<file path="src/rtl/step_scan_pkg.sv">
// step_scan_pkg: debounce state encoding, default constants and width helper for step_scan_ctrl
package step_scan_pkg;
  typedef enum logic [1:0] {
    S_LOW       = 2'd0,
    S_WAIT_HIGH = 2'd1,
    S_HIGH      = 2'd2,
    S_WAIT_LOW  = 2'd3
  } db_state_e;
  localparam int DEF_DB_CYCLES = 1000000;
  localparam int DEF_SCAN_DIV  = 100000;
  localparam int DEF_NUM_STEPS = 10;
  localparam int IDX_W         = 4;
  // counter width able to hold 0..n-1, never narrower than one bit
  function automatic int cnt_w(input int n);
    return n > 1 ? $clog2(n) : 1;
  endfunction
endpackage

</file>
<file path="src/rtl/btn_debounce.sv">
// btn_debounce: 2-FF synchroniser plus four-state debounce FSM for one push-button
//   clk    : system clock
//   rst_n  : asynchronous active-low reset
//   raw    : raw button level, asynchronous to clk
//   stable : debounced level (S_HIGH or S_WAIT_LOW)
//   rise   : one-cycle pulse on a qualified press
module btn_debounce
  import step_scan_pkg::*;
#(
  parameter int DB_CYCLES = DEF_DB_CYCLES
) (
  input  logic clk,
  input  logic rst_n,
  input  logic raw,
  output logic stable,
  output logic rise
);
  localparam int CW = cnt_w(DB_CYCLES);
  localparam logic [CW-1:0] TC = CW'(DB_CYCLES - 1);
  logic [1:0] sync;
  logic s;
  db_state_e state, state_nx;
  logic [CW-1:0] cnt, cnt_nx;
  logic rise_nx;
  assign s = sync[1];
  always_ff @(posedge clk or negedge rst_n) begin
    if (!rst_n) begin
      sync  <= 2'b00;
      state <= S_LOW;
      cnt   <= '0;
      rise  <= 1'b0;
    end else begin
      sync  <= {sync[0], raw};
      state <= state_nx;
      cnt   <= cnt_nx;
      rise  <= rise_nx;
    end
  end
  // rise is only raised on the WAIT_HIGH -> HIGH transition; a bounce back
  // from WAIT_LOW is the same press and stays silent
  always_comb begin
    state_nx = state;
    cnt_nx   = cnt;
    rise_nx  = 1'b0;
    case (state)
      S_LOW:
        if (s) begin
          state_nx = S_WAIT_HIGH;
          cnt_nx   = '0;
        end
      S_WAIT_HIGH:
        if (!s) state_nx = S_LOW;
        else if (cnt == TC) begin
          state_nx = S_HIGH;
          rise_nx  = 1'b1;
        end else cnt_nx = cnt + 1'b1;
      S_HIGH:
        if (!s) begin
          state_nx = S_WAIT_LOW;
          cnt_nx   = '0;
        end
      S_WAIT_LOW:
        if (s) state_nx = S_HIGH;
        else if (cnt == TC) state_nx = S_LOW;
        else cnt_nx = cnt + 1'b1;
      default: state_nx = S_LOW;
    endcase
  end
  assign stable = (state == S_HIGH) || (state == S_WAIT_LOW);
endmodule

</file>
<file path="src/rtl/step_scan_ctrl.sv">
// step_scan_ctrl: front-panel control - debounced single-step, instruction index and display scan clock
//   CLK          : system clock
//   RST_n        : asynchronous active-low reset
//   btn_step_raw : raw single-step button
//   btn_show_raw : raw result/operand select button
//   step_pulse   : one-cycle pulse per accepted step press
//   i            : instruction index 0..NUM_STEPS-1
//   button_up    : debounced show level (1 = result, 0 = operand)
//   scan_clk     : 50% duty clock, period SCAN_DIV cycles
module step_scan_ctrl
  import step_scan_pkg::*;
#(
  parameter int DB_CYCLES = DEF_DB_CYCLES,
  parameter int SCAN_DIV  = DEF_SCAN_DIV,
  parameter int NUM_STEPS = DEF_NUM_STEPS
) (
  input  logic             CLK,
  input  logic             RST_n,
  input  logic             btn_step_raw,
  input  logic             btn_show_raw,
  output logic             step_pulse,
  output logic [IDX_W-1:0] i,
  output logic             button_up,
  output logic             scan_clk
);
  localparam int SW = cnt_w(SCAN_DIV / 2);
  localparam logic [SW-1:0] SCAN_TC = SW'(SCAN_DIV / 2 - 1);
  localparam logic [IDX_W-1:0] I_LAST = IDX_W'(NUM_STEPS - 1);
  logic unused_step_stable;
  logic unused_show_rise;
  logic [SW-1:0] scnt;
  btn_debounce #(.DB_CYCLES(DB_CYCLES)) u_step (
    .clk    (CLK),
    .rst_n  (RST_n),
    .raw    (btn_step_raw),
    .stable (unused_step_stable),
    .rise   (step_pulse)
  );
  btn_debounce #(.DB_CYCLES(DB_CYCLES)) u_show (
    .clk    (CLK),
    .rst_n  (RST_n),
    .raw    (btn_show_raw),
    .stable (button_up),
    .rise   (unused_show_rise)
  );
  always_ff @(posedge CLK or negedge RST_n) begin
    if (!RST_n) i <= '0;
    else if (step_pulse) i <= (i == I_LAST) ? '0 : i + 1'b1;
  end
  // half-period counter; scan_clk flips at each terminal count
  always_ff @(posedge CLK or negedge RST_n) begin
    if (!RST_n) begin
      scnt     <= '0;
      scan_clk <= 1'b0;
    end else if (scnt == SCAN_TC) begin
      scnt     <= '0;
      scan_clk <= ~scan_clk;
    end else scnt <= scnt + 1'b1;
  end
endmodule

</file>
<file path="config.mk">
export PLATFORM = sky130hd
export DESIGN_NAME = step_scan_ctrl
export DESIGN_NICKNAME = d
export VERILOG_FILES = /design/src/rtl/step_scan_pkg.sv /design/src/rtl/btn_debounce.sv /design/src/rtl/step_scan_ctrl.sv
export SDC_FILE = /design/constraint.sdc
export NUM_CORES = 1
export LEC_CHECK = 0
export BUFFER_PORTS_ARGS = -buffer_cell sky130_fd_sc_hd__buf_2
export CORE_ASPECT_RATIO = 1.2
export CORE_MARGIN = 2
export CORE_UTILIZATION = 60
export DETAILED_ROUTE_END_ITERATION = 8
export PLACE_DENSITY = 0.83
export SLEW_MARGIN = 20
export SYNTH_ARGS = -nofsm -noshare
export SYNTH_HDL_FRONTEND = slang
export SYNTH_SLANG_ARGS = --single-unit
</file>
<file path="constraint.sdc">
create_clock -name CLK -period 2.3 [get_ports CLK]
set_input_delay 0.46 -clock CLK [delete_from_list [all_inputs] [get_ports CLK]]
set_output_delay 0.46 -clock CLK [all_outputs]
set_load 0.03 [all_outputs]
</file>
==> results.tsv <==
stage	metric	value	unit
logic_synthesis	Cell Area, Synth	0.00381	mm^2
worst_setup_path	Crit path max-delay family	simple AND/OR/NAND/NOR gates	
clock_tree	post-CTS setup buffer count	0	
drt	WL final	7990	um
run_status	status	finished, final reports clean	
sta	Setup TNS Final	0	ns
placement	input/output buffers	10	
logic_synthesis	FF+latch count, synth	70	
clock_tree	CTS tree	yes	
hold_path	hold crit path type	in -> async	
sta	Final Slew Violations	0	
layout	nets	416	
logic_synthesis	Yosys top cell area share	46.0	%
logic_synthesis	largest family of logic cells by synthesized area	simple AND/OR/NAND/NOR gates	
worst_setup_path	Worst path slowest cell	dfrtp_1	
logic_synthesis	synthesized-area fraction occupied by adder cells	0.986	%
sta	Slew HR	54.4	%
worst_setup_path	Startpoint Class	register	
logic_synthesis	sequential element share of the synthesized area	46.0	%
worst_setup_path	internal reg-to-reg setup slack	0.17	ns
clock_tree	post_cts resized	0	
clock_tree	Num CTS Buffers	9	
global_route	largest net degree at the start of global routing	71	
logic_synthesis	Yosys cell types	52	
logic_synthesis	synth warn	0	
sta	Max Fclk	470	MHz
power	Cell Pwr Density	635	mW/mm^2
sta	Hold WS	0.131	ns
placement	dpl hpwl	5150	um
die	num ports	11	
drt	First-pass DRT Iterations	5	
logic_synthesis	Synth Instances	399	
sta	min cycle time layout	2.13	ns
logic_synthesis	most frequent cell after synthesis	dfrtp_1	
worst_setup_path	critical path data required time	2.53	ns
logic_synthesis	syn nets	406	
global_route	vias in the first global route	3013	
clock_tree	CTS Root Cell	clkbuf_8	
power	VDD IR max	0.488	mV
placement	GP Congestion	0.930	
worst_setup_path	Worst path max stage delay	0.42	ns
sta	RSZ-0062 raised after global routing	false	
clock_tree	htree depth	3	
drt	vias	3130	
worst_setup_path	CP Cell Sequence	ha_1, nand3_4, or2_1, o21ai_0, inv_1, mux2_2	
worst_setup_path	launch point of the worst reg-to-reg path	u_step.cnt[0]$_DFFE_PN0P_	
drt	WL per Instance	16.1	um
worst_setup_path	Crit path arrival time	2.36	ns
sta	final hold vios	0	
global_route	initial antenna violation count	0	
layout	P&R area growth vs syn	10.5	%
power	overall power	2.67	mW
logic_synthesis	largest cells by area after synthesis	dfrtp_1 46%, nand2_1 3.7%, nand3_1 2.8%	
sta	Worst Skew	0.0105	ns
worst_setup_path	reg-to-reg endpoint	u_step.cnt[0]$_DFFE_PN0P_	
global_route	Total GRT Usage	24.4	%
die	total core area	0.00609	mm^2
layout	Ant. Diodes	0	
clock_tree	CTS sink count	70	
global_route	global-route wire length before repair	13800	um
job	Max Cap Violations	0	
clock_tree	clk_lat worst skew	0.35	ns
logic_synthesis	compound-cell area share of the yosys netlist	12.7	%
die	row count	31	
drt	vias per std cell	6.32	
logic_synthesis	EDFF count, synth	0	
die	die height	91.3	um
worst_setup_path	r2r worst-path depth	6	
worst_setup_path	Crit Path Class	reg -> reg	
power	Leak	1.84	nW
global_route	remaining global-route overflow	0	
logic_synthesis	leading area contributor after synthesis	dfrtp_1	
logic_synthesis	mux contribution to synthesized area	3.65	%
logic_synthesis	Mapped Avg Cell Area	9.54	um^2
drt	first-iteration detailed-routing DRC count	262	
worst_setup_path	CP bufs+invs	1	
logic_synthesis	Async SR Flop Fraction	100	%
layout	layout cells sized above 1	11.4	%
logic_synthesis	Simple-Gate Fraction of Synth Area	28.2	%
clock_tree	clk buf depth	2	
drt	DRC	0	
worst_setup_path	crit end category	register	
die	Starting Density	62.5	%
worst_setup_path	CP Max Fanout	9	
clock_tree	hold_buf cts	0	
die	die width	76.7	um
sta	Slew @ Worst Pin	0.680	ns
die	die area	0.00700	mm^2
logic_synthesis	ys flop type	dfrtp_1	
logic_synthesis	Post-synth top cells	70 x dfrtp_1, 38 x nand2_1, 26 x nor2_1, 21 x nand3_1, 20 x o21ai_0	
sta	setup violators final	0	
clock_tree	clock slew at reported path FFs	0.08	ns
drt	Routed Antenna Nets	0	
logic_synthesis	XOR/XNOR share of the synthesized area	5.29	%
sta	fin crit share	92.6	%
## cell usage in the layout, fill, tap and decap left out, types with 10 or more instances in the layout
cell	netlist	final
a21oi_1	10	10
and3_1	13	13
buf_2	4	10
dfrtp_1	70	70
inv_1	10	10
nand2_1	38	38
nand3_1	21	21
nand4_1	16	16
nor2_1	26	26
nor3_1	19	19
nor4_1	12	12
o21ai_0	20	20
xnor2_1	11	10
xor2_1	12	12
## power by group
part           switching [mW]  total (mW)  internal (mW)
clock                   0.466        1.18          0.714
combinational           0.100       0.160         0.0596
sequential             0.0632        1.33           1.27
total                   0.629        2.67           2.04
## worst reg2reg max path, cell delays in order, from the launching register on
cell     delay, ns
dfrtp_1       0.42
ha_1          0.28
nand3_4       0.14
or2_1         0.29
o21ai_0       0.33
inv_1         0.23
mux2_2        0.32
## how the worst max path moves through the flow
stage / slack [ns] / cells after the start / endpoint / startpoint
2_1_floorplan: 0.33 / 5 / register / u_step.cnt[0]$_DFFE_PN0P_
5_1_grt: 0.04 / 6 / u_step.cnt[0]$_DFFE_PN0P_ / u_step.cnt[0]$_DFFE_PN0P_
3_3_place_gp: 0.28 / 5 / register / u_step.cnt[0]$_DFFE_PN0P_
6_report: 0.17 / 6 / u_step.cnt[0]$_DFFE_PN0P_ / u_step.cnt[0]$_DFFE_PN0P_
3_5_place_dp: 0.22 / 5 / register / u_step.cnt[0]$_DFFE_PN0P_
4_1_cts: 0.19 / 5 / u_step.cnt[0]$_DFFE_PN0P_ / u_step.cnt[9]$_DFFE_PN0P_
## final cells by class
cell class / instances / area (um^2)
Clock buffer: 9 / 124
Clock inverter: 6 / 111
Fill cell: 469 / 1880
Inverter: 10 / 37.5
Multi-Input combinational cell: 299 / 1950
Sequential cell: 70 / 1750
Tap cell: 82 / 103
Timing Repair Buffer: 19 / 130
## registers in the layout, summed over array words and instances, names as in the netlist, named ones only
register	cells
i	4
scan_clk	1
scnt	16
u_show.cnt	20
u_show.state	1
u_show.sync	2
u_step.cnt	20
u_step.rise	1
u_step.state	1
u_step.sync	2
## per-layer routing
metal	vias to the layer above	track usage (%)	wire length [um]
met4	0	13.3	157
met5	-	0	0
met1	1506	31.5	3530
met2	92	39.0	3970
li1	1518	-	-
met3	14	4.37	341
## through the flow
step	util [%]	area, um^2	std cells	setup WS [ns]
6_report	69.1	4210	495	0.171
5_1_grt	69.1	4210	495	0.0368
4_1_cts	69.0	4200	495	0.194
3_5_place_dp	65.1	3960	480	0.217
3_3_place_gp	65.1	3960	480	0.277
2_1_floorplan	-	3810	399	0.330
## kinds of logic (layout without fill, tap and decap cells)
group	after synthesis	count (layout)
compound gates	71	71
xor+xnor	23	23
fa+ha+maj	3	3
buf+inv	30	44
flops	70	70
mux	13	13
simple gates	189	189
Power figures use the tool's default switching activity.
